==> src/rtl/alu_pkg.sv <==
// Shared ALU definitions: opcode encoding and the pipelined ALU's control states.
// The decode and hazard units import this package as well.
package alu_pkg;

    typedef enum logic [4:0] {
        OP_NOP = 5'b00000,
        OP_INC = 5'b00100,
        OP_ADD = 5'b00101,
        OP_XOR = 5'b00110,
        OP_MUL = 5'b00111
    } aluop_t;

    typedef enum logic {
        S_IDLE = 1'b0,
        S_MUL  = 1'b1
    } state_t;

endpackage

==> src/rtl/alu_mul_iter.sv <==
// Iterative shift-add multiplier: one partial product per clock.
// The product is held with done high until ack.
module alu_mul_iter #(
    parameter int WIDTH = 8
) (
    input  logic               clk,
    input  logic               rst_n,
    input  logic               start_i,
    input  logic [WIDTH-1:0]   a_i,
    input  logic [WIDTH-1:0]   b_i,
    input  logic               ack_i,
    output logic               busy_o,
    output logic               done_o,
    output logic [2*WIDTH-1:0] product_o
);

    localparam int CNT_W = $clog2(WIDTH + 1);
    localparam logic [CNT_W-1:0] LAST_CNT = CNT_W'(WIDTH);

    logic [2*WIDTH-1:0] mcand_q, mcand_d;
    logic [2*WIDTH-1:0] acc_q, acc_d;
    logic [WIDTH-1:0]   mplier_q, mplier_d;
    logic [CNT_W-1:0]   cnt_q, cnt_d;
    logic               busy_q, busy_d;

    // Once cnt reaches WIDTH the accumulator is frozen until the result is taken.
    always_comb begin
        mcand_d  = mcand_q;
        acc_d    = acc_q;
        mplier_d = mplier_q;
        cnt_d    = cnt_q;
        busy_d   = busy_q;
        if (start_i) begin
            mcand_d  = {{WIDTH{1'b0}}, a_i};
            mplier_d = b_i;
            acc_d    = '0;
            cnt_d    = '0;
            busy_d   = 1'b1;
        end else if (busy_q) begin
            if (cnt_q != LAST_CNT) begin
                if (mplier_q[0]) begin
                    acc_d = acc_q + mcand_q;
                end
                mcand_d  = mcand_q << 1;
                mplier_d = mplier_q >> 1;
                cnt_d    = cnt_q + 1'b1;
            end else if (ack_i) begin
                busy_d = 1'b0;
            end
        end
    end

    always_ff @(posedge clk or negedge rst_n) begin
        if (!rst_n) begin
            mcand_q  <= '0;
            acc_q    <= '0;
            mplier_q <= '0;
            cnt_q    <= '0;
            busy_q   <= 1'b0;
        end else begin
            mcand_q  <= mcand_d;
            acc_q    <= acc_d;
            mplier_q <= mplier_d;
            cnt_q    <= cnt_d;
            busy_q   <= busy_d;
        end
    end

    assign busy_o    = busy_q;
    assign done_o    = busy_q && (cnt_q == LAST_CNT);
    assign product_o = acc_q;

endmodule

==> src/rtl/alu_pipelined.sv <==
// Handshaked ALU with a single registered output slot, status flags and tag pass-through.
// Single-cycle ops load the slot on accept; MUL runs through the iterative multiplier.
module alu_pipelined
    import alu_pkg::*;
#(
    parameter int WIDTH = 8,
    parameter int TAG_W = 4
) (
    input  logic             clk,
    input  logic             rst_n,
    input  logic             in_valid,
    output logic             in_ready,
    input  logic [4:0]       alu_op,
    input  logic [WIDTH-1:0] src_a,
    input  logic [WIDTH-1:0] src_b,
    input  logic [TAG_W-1:0] in_tag,
    output logic             out_valid,
    input  logic             out_ready,
    output logic [WIDTH-1:0] result,
    output logic [TAG_W-1:0] out_tag,
    output logic             flag_z,
    output logic             flag_c,
    output logic             flag_v,
    output logic             flag_err
);

    state_t             state_q, state_d;
    logic               outValid_q, outValid_d;
    logic [WIDTH-1:0]   result_q, result_d;
    logic [TAG_W-1:0]   tag_q, tag_d;
    logic               flagZ_q, flagZ_d;
    logic               flagC_q, flagC_d;
    logic               flagV_q, flagV_d;
    logic               flagErr_q, flagErr_d;
    logic [TAG_W-1:0]   mulTag_q;

    aluop_t             opCode;
    logic               slotFree;
    logic               accept;
    logic               isMul;
    logic               mulStart;
    logic               mulAck;
    logic               mulBusy;
    logic               mulDone;
    logic               loadSlot;
    logic [2*WIDTH-1:0] mulProduct;
    logic [WIDTH-1:0]   aluResult;
    logic               aluCarry;
    logic               aluErr;

    assign opCode   = aluop_t'(alu_op);
    assign isMul    = (opCode == OP_MUL);
    assign slotFree = !outValid_q || out_ready;
    assign in_ready = (state_q == S_IDLE) && !mulBusy && slotFree;
    assign accept   = in_valid && in_ready;
    assign mulStart = accept && isMul;

    // Single-cycle datapath; INC/ADD are evaluated one bit wider to expose the carry.
    always_comb begin
        aluResult = '0;
        aluCarry  = 1'b0;
        aluErr    = 1'b0;
        case (opCode)
            OP_NOP, OP_MUL: ;
            OP_INC:  {aluCarry, aluResult} = {1'b0, src_a} + {{WIDTH{1'b0}}, 1'b1};
            OP_ADD:  {aluCarry, aluResult} = {1'b0, src_a} + {1'b0, src_b};
            OP_XOR:  aluResult = src_a ^ src_b;
            default: aluErr = 1'b1;
        endcase
    end

    alu_mul_iter #(
        .WIDTH(WIDTH)
    ) u_mul (
        .clk      (clk),
        .rst_n    (rst_n),
        .start_i  (mulStart),
        .a_i      (src_a),
        .b_i      (src_b),
        .ack_i    (mulAck),
        .busy_o   (mulBusy),
        .done_o   (mulDone),
        .product_o(mulProduct)
    );

    always_comb begin
        state_d    = state_q;
        outValid_d = outValid_q;
        result_d   = result_q;
        tag_d      = tag_q;
        flagZ_d    = flagZ_q;
        flagC_d    = flagC_q;
        flagV_d    = flagV_q;
        flagErr_d  = flagErr_q;
        mulAck     = 1'b0;
        loadSlot   = 1'b0;
        case (state_q)
            S_IDLE: begin
                if (accept && isMul) begin
                    state_d = S_MUL;
                end else if (accept) begin
                    loadSlot  = 1'b1;
                    result_d  = aluResult;
                    tag_d     = in_tag;
                    flagZ_d   = (aluResult == '0);
                    flagC_d   = aluCarry;
                    flagV_d   = 1'b0;
                    flagErr_d = aluErr;
                end
            end
            S_MUL: begin
                // A finished product waits here, frozen, until the output slot can take it.
                if (mulDone && slotFree) begin
                    mulAck    = 1'b1;
                    loadSlot  = 1'b1;
                    state_d   = S_IDLE;
                    result_d  = mulProduct[WIDTH-1:0];
                    tag_d     = mulTag_q;
                    flagZ_d   = (mulProduct[WIDTH-1:0] == '0);
                    flagC_d   = 1'b0;
                    flagV_d   = |mulProduct[2*WIDTH-1:WIDTH];
                    flagErr_d = 1'b0;
                end
            end
            default: state_d = S_IDLE;
        endcase
        if (loadSlot) begin
            outValid_d = 1'b1;
        end else if (outValid_q && out_ready) begin
            outValid_d = 1'b0;
        end
    end

    always_ff @(posedge clk or negedge rst_n) begin
        if (!rst_n) begin
            state_q    <= S_IDLE;
            outValid_q <= 1'b0;
            result_q   <= '0;
            tag_q      <= '0;
            flagZ_q    <= 1'b0;
            flagC_q    <= 1'b0;
            flagV_q    <= 1'b0;
            flagErr_q  <= 1'b0;
        end else begin
            state_q    <= state_d;
            outValid_q <= outValid_d;
            result_q   <= result_d;
            tag_q      <= tag_d;
            flagZ_q    <= flagZ_d;
            flagC_q    <= flagC_d;
            flagV_q    <= flagV_d;
            flagErr_q  <= flagErr_d;
        end
    end

    always_ff @(posedge clk or negedge rst_n) begin
        if (!rst_n) begin
            mulTag_q <= '0;
        end else if (mulStart) begin
            mulTag_q <= in_tag;
        end
    end

    assign out_valid = outValid_q;
    assign result    = result_q;
    assign out_tag   = tag_q;
    assign flag_z    = flagZ_q;
    assign flag_c    = flagC_q;
    assign flag_v    = flagV_q;
    assign flag_err  = flagErr_q;

endmodule

==> config.mk <==
export PLATFORM = sky130hd
export DESIGN_NAME = alu_pipelined
export DESIGN_NICKNAME = d
export VERILOG_FILES = /design/src/rtl/alu_pkg.sv /design/src/rtl/alu_mul_iter.sv /design/src/rtl/alu_pipelined.sv
export SDC_FILE = /design/constraint.sdc
export NUM_CORES = 1
export LEC_CHECK = 0
export CORE_ASPECT_RATIO = 0.6
export CORE_MARGIN = 3
export CORE_UTILIZATION = 24
export CTS_CLUSTER_DIAMETER = 80
export CTS_CLUSTER_SIZE = 28
export DETAILED_ROUTE_END_ITERATION = 12
export PLACE_DENSITY_LB_ADDON = 0.15
export SLEW_MARGIN = 20
export SYNTH_ARGS = -nofsm -noshare
export SYNTH_HDL_FRONTEND = slang
export SYNTH_HIERARCHICAL = 1
export SYNTH_SLANG_ARGS = --single-unit
==> constraint.sdc <==
create_clock -name clk -period 3.2 [get_ports clk]
set_input_delay 0.64 -clock clk [delete_from_list [all_inputs] [get_ports clk]]
set_output_delay 0.64 -clock clk [all_outputs]
set_load 0.05 [all_outputs]
==> metrics.txt <==
die area=slightly below 20000 um^2; Post-synth EDFFs=0; core area=between 15000 and 20000 um^2; H-tree depth=3; # IOs=47; GRT overflow=0; Most used DFF post-synth=dfrtp_1; Initial Utilization=about a quarter; Cell Rows=37; status=finished, final reports clean; worst vdd ir=about 0.00023 V; clock tree buffer depth=2; DRT iter0 DRCs=263; slowest stage cell on the critical path=clkdlybuf4s50_1; post-CTS setup buffer count=0; number of global-route vias before repair=roughly 3700; Tmin final=2646 ps; Clock Pin Slew Worst Setup and Hold Paths=60 ps; Period Utilization, post-route=just over 80%; Die Ht=about 110 um; RSZ-0062 raised after global routing=no; crit start category=primary input; area leader, netlist=dfrtp_1; CP Cell Sequence=clkdlybuf4s50_1 > ha_1 > nand3_1 > and2_1 > o21ai_0 > xor2_1 > a211oi_1 > o2111ai_1 > o21ai_0; Clock Tree Root=clkbuf_16; CTS Sinks=67; post-CTS sizing=0; worst slack at placement=234.7 ps; CP bufs+invs=1; Remaining DRCs=0; worst hold path type=in -> async; net switching power=between 1 and 1.5 mW; P_leak=2.289 nW; Synth Instances=481; Final Util=slightly above 30%; CP required=3450 ps; CTS tree=yes; asr flop ratio synth=100.0%; relative slew slack=a little under half; worst-margin pin slew=816.9 ps; Yosys Warn Count=6; most instantiated cells after synthesis=nand2_1, dfrtp_1, o21ai_0; top-count cell post-synth=nand2_1; first-pass GRT wire length=around 21000 um; max incr delay on CP=between 500 and 600 ps; Max Freq=roughly 380 MHz; type of the worst setup path=in -> reg; Die Width=around 180 um; Crit path max-delay family=compound AO/OA/AOI/OAI gates; initial antenna violation count=0; RD Place Congestion=roughly 0.81; leading cell types by total area after synthesis=dfrtp_1, ha_1, nand2_1, o21ai_0, mux2i_1; total negative setup slack=0 ps; Worst Path Arrival=a little under 3000 ps; vias=3800; largest net degree at the start of global routing=45; clk_lat worst skew=~330 ps; Sequential Power Share=36.8%; fin. max-slew vios=0; Synth-to-Final Area Change=24.72%; non-filler instance count after layout=roughly 770; Port Buffers=46; combinational share of power=between 30% and 40%; Seq cells post-synth=67; hpwl dp=between 10000 and 15000 um; fin nets=between 500 and 600; Net Sw Frac=~36%; Critical Path Fanout Max=7; Final Setup Violations=0; clock network power share=between 30% and 40%; Routed Antenna Nets=0; post-synthesis average cell area=approximately 9 um^2; Total Power=about 3.2 mW; share of cells above drive strength 1=under 10%; most frequent CP cell=o21ai_0; WL final=between 10000 and 15000 um; Inst Count DP=approximately 750; Synth cell types=65; TritonCTS buffer count=9; WL per Instance=between 15 and 20 um; Worst Setup End Kind=flop; hold buffers post-CTS=0; Vias/cell=~5; Ant. Diodes=0; post-synthesis cell area=4322 um^2; GRT Overall Usage=13.95%; post-synthesis sequential area ratio=roughly 39%; Synth Net Count=about 540; Detailed Routing Iterations Pass 1=4; Setup WS post-layout=between 500 and 600 ps; Max-cap violations=0; worst clock skew=about 7 ps; final hold violation count=0; P_int=between 2 and 2.5 mW; Synth top area share=38.80%; pwr dens=roughly 600 nW/um^2
power by group through the flow:
stage	Sequential, mW	Combinational, mW	Clock (mW)
floorplan	1.28	0.596	0
global placement	1.20	1.05	0
detailed placement	1.20	1.05	0
CTS	1.19	1.06	1.01
global route	1.22	1.18	1.04
finish	1.18	1.06	0.977
registers in the layout, indices dropped and copies added (netlist names):
signal           flops
flag_err             1
flag_c               1
flag_v               1
u_mul/product_o     16
state_q              1
out_tag              4
result               8
flag_z               1
u_mul/cnt_q          4
u_mul/mcand_q       16
mulTag_q             4
out_valid            1
u_mul/mplier_q       8
u_mul/busy_o         1
cell families (layout without fill, tap and decap cells):
group | after synthesis | after routing | synth area share (%)
AND/OR/NAND/NOR | 177 | 177 | 20.30
adder cells (fa/ha/maj) | 28 | 28 | 8.454
AO/OA/AOI/OAI | 137 | 137 | 20.27
multiplexers | 23 | 23 | 5.443
XOR/XNOR | 15 | 15 | 3.040
buffers and inverters | 34 | 88 | 3.706
flip-flops | 67 | 67 | 38.80
worst register-to-register path, cell delays in order, from the launching register on:
cell      delay [ps]
dfrtp_1          420
ha_1             260
inv_1             80
fa_1             170
and2b_4          200
o31ai_2          290
a21boi_0         210
o211a_1          260
or3_1            310
a32o_1           250
layout make-up:
cell class                      count  area (um^2)
Clock buffer                        9        225.2
Clock inverter                      6        66.31
Fill cell                        1838        12020
Inverter                           15        56.30
Multi-Input combinational cell    380         2492
Sequential cell                    67         1677
Tap cell                          234        292.8
Timing Repair Buffer               58        580.6
worst paths after layout:
path / from / end / slack [ps] / depth (start not counted)
max in group asynchronous: rst_n / u_mul/mcand_q[4]$_DFFE_PN0P_ / 2190 / 2
worst min register to register: out_tag[3]$_DFFE_PN0P_ / out_tag[3]$_DFFE_PN0P_ / 480 / 2
worst max-delay path: src_a[1] / flag_z$_DFFE_PN0P_ / 550 / 9
worst max register to register: u_mul/product_o[0]$_DFFE_PN0P_ / u_mul/product_o[8]$_DFFE_PN0P_ / 650 / 9
min in group clk: out_tag[3]$_DFFE_PN0P_ / out_tag[3]$_DFFE_PN0P_ / 480 / 2
worst min-delay path: rst_n / out_tag[2]$_DFFE_PN0P_ / 340 / 1
cell usage in the layout (no fill, tap or decap), types with 9 or more instances in the layout:
| cell | synthesis | final |
|---|---|---|
| buf_4 | 1 | 10 |
| o21ai_0 | 44 | 44 |
| inv_1 | 15 | 15 |
| clkbuf_16 | 0 | 9 |
| nor2_1 | 42 | 41 |
| mux2i_1 | 19 | 19 |
| nand3_1 | 16 | 16 |
| a21oi_1 | 33 | 33 |
| clkdlybuf4s50_1 | 0 | 44 |
| nand2_1 | 68 | 68 |
| dfrtp_1 | 67 | 67 |
| xnor2_1 | 9 | 9 |
| ha_1 | 26 | 26 |
| a21o_1 | 10 | 10 |
routing by layer:
layer,share of wire (%),global-route usage [%]
met1,58,22.83
met2,35,17.05
met3,6.9,4.417
met4,0.56,2.591
met5,0,0
stage by stage:
stage	hold slack (ps)	area (um^2)
3_5_place_dp	474.2	5099
3_3_place_gp	460.1	5099
5_1_grt	400.0	5390
6_report	344.4	5390
4_1_cts	362.4	5390
2_1_floorplan	344.4	4322
Power figures use the tool's default switching activity.
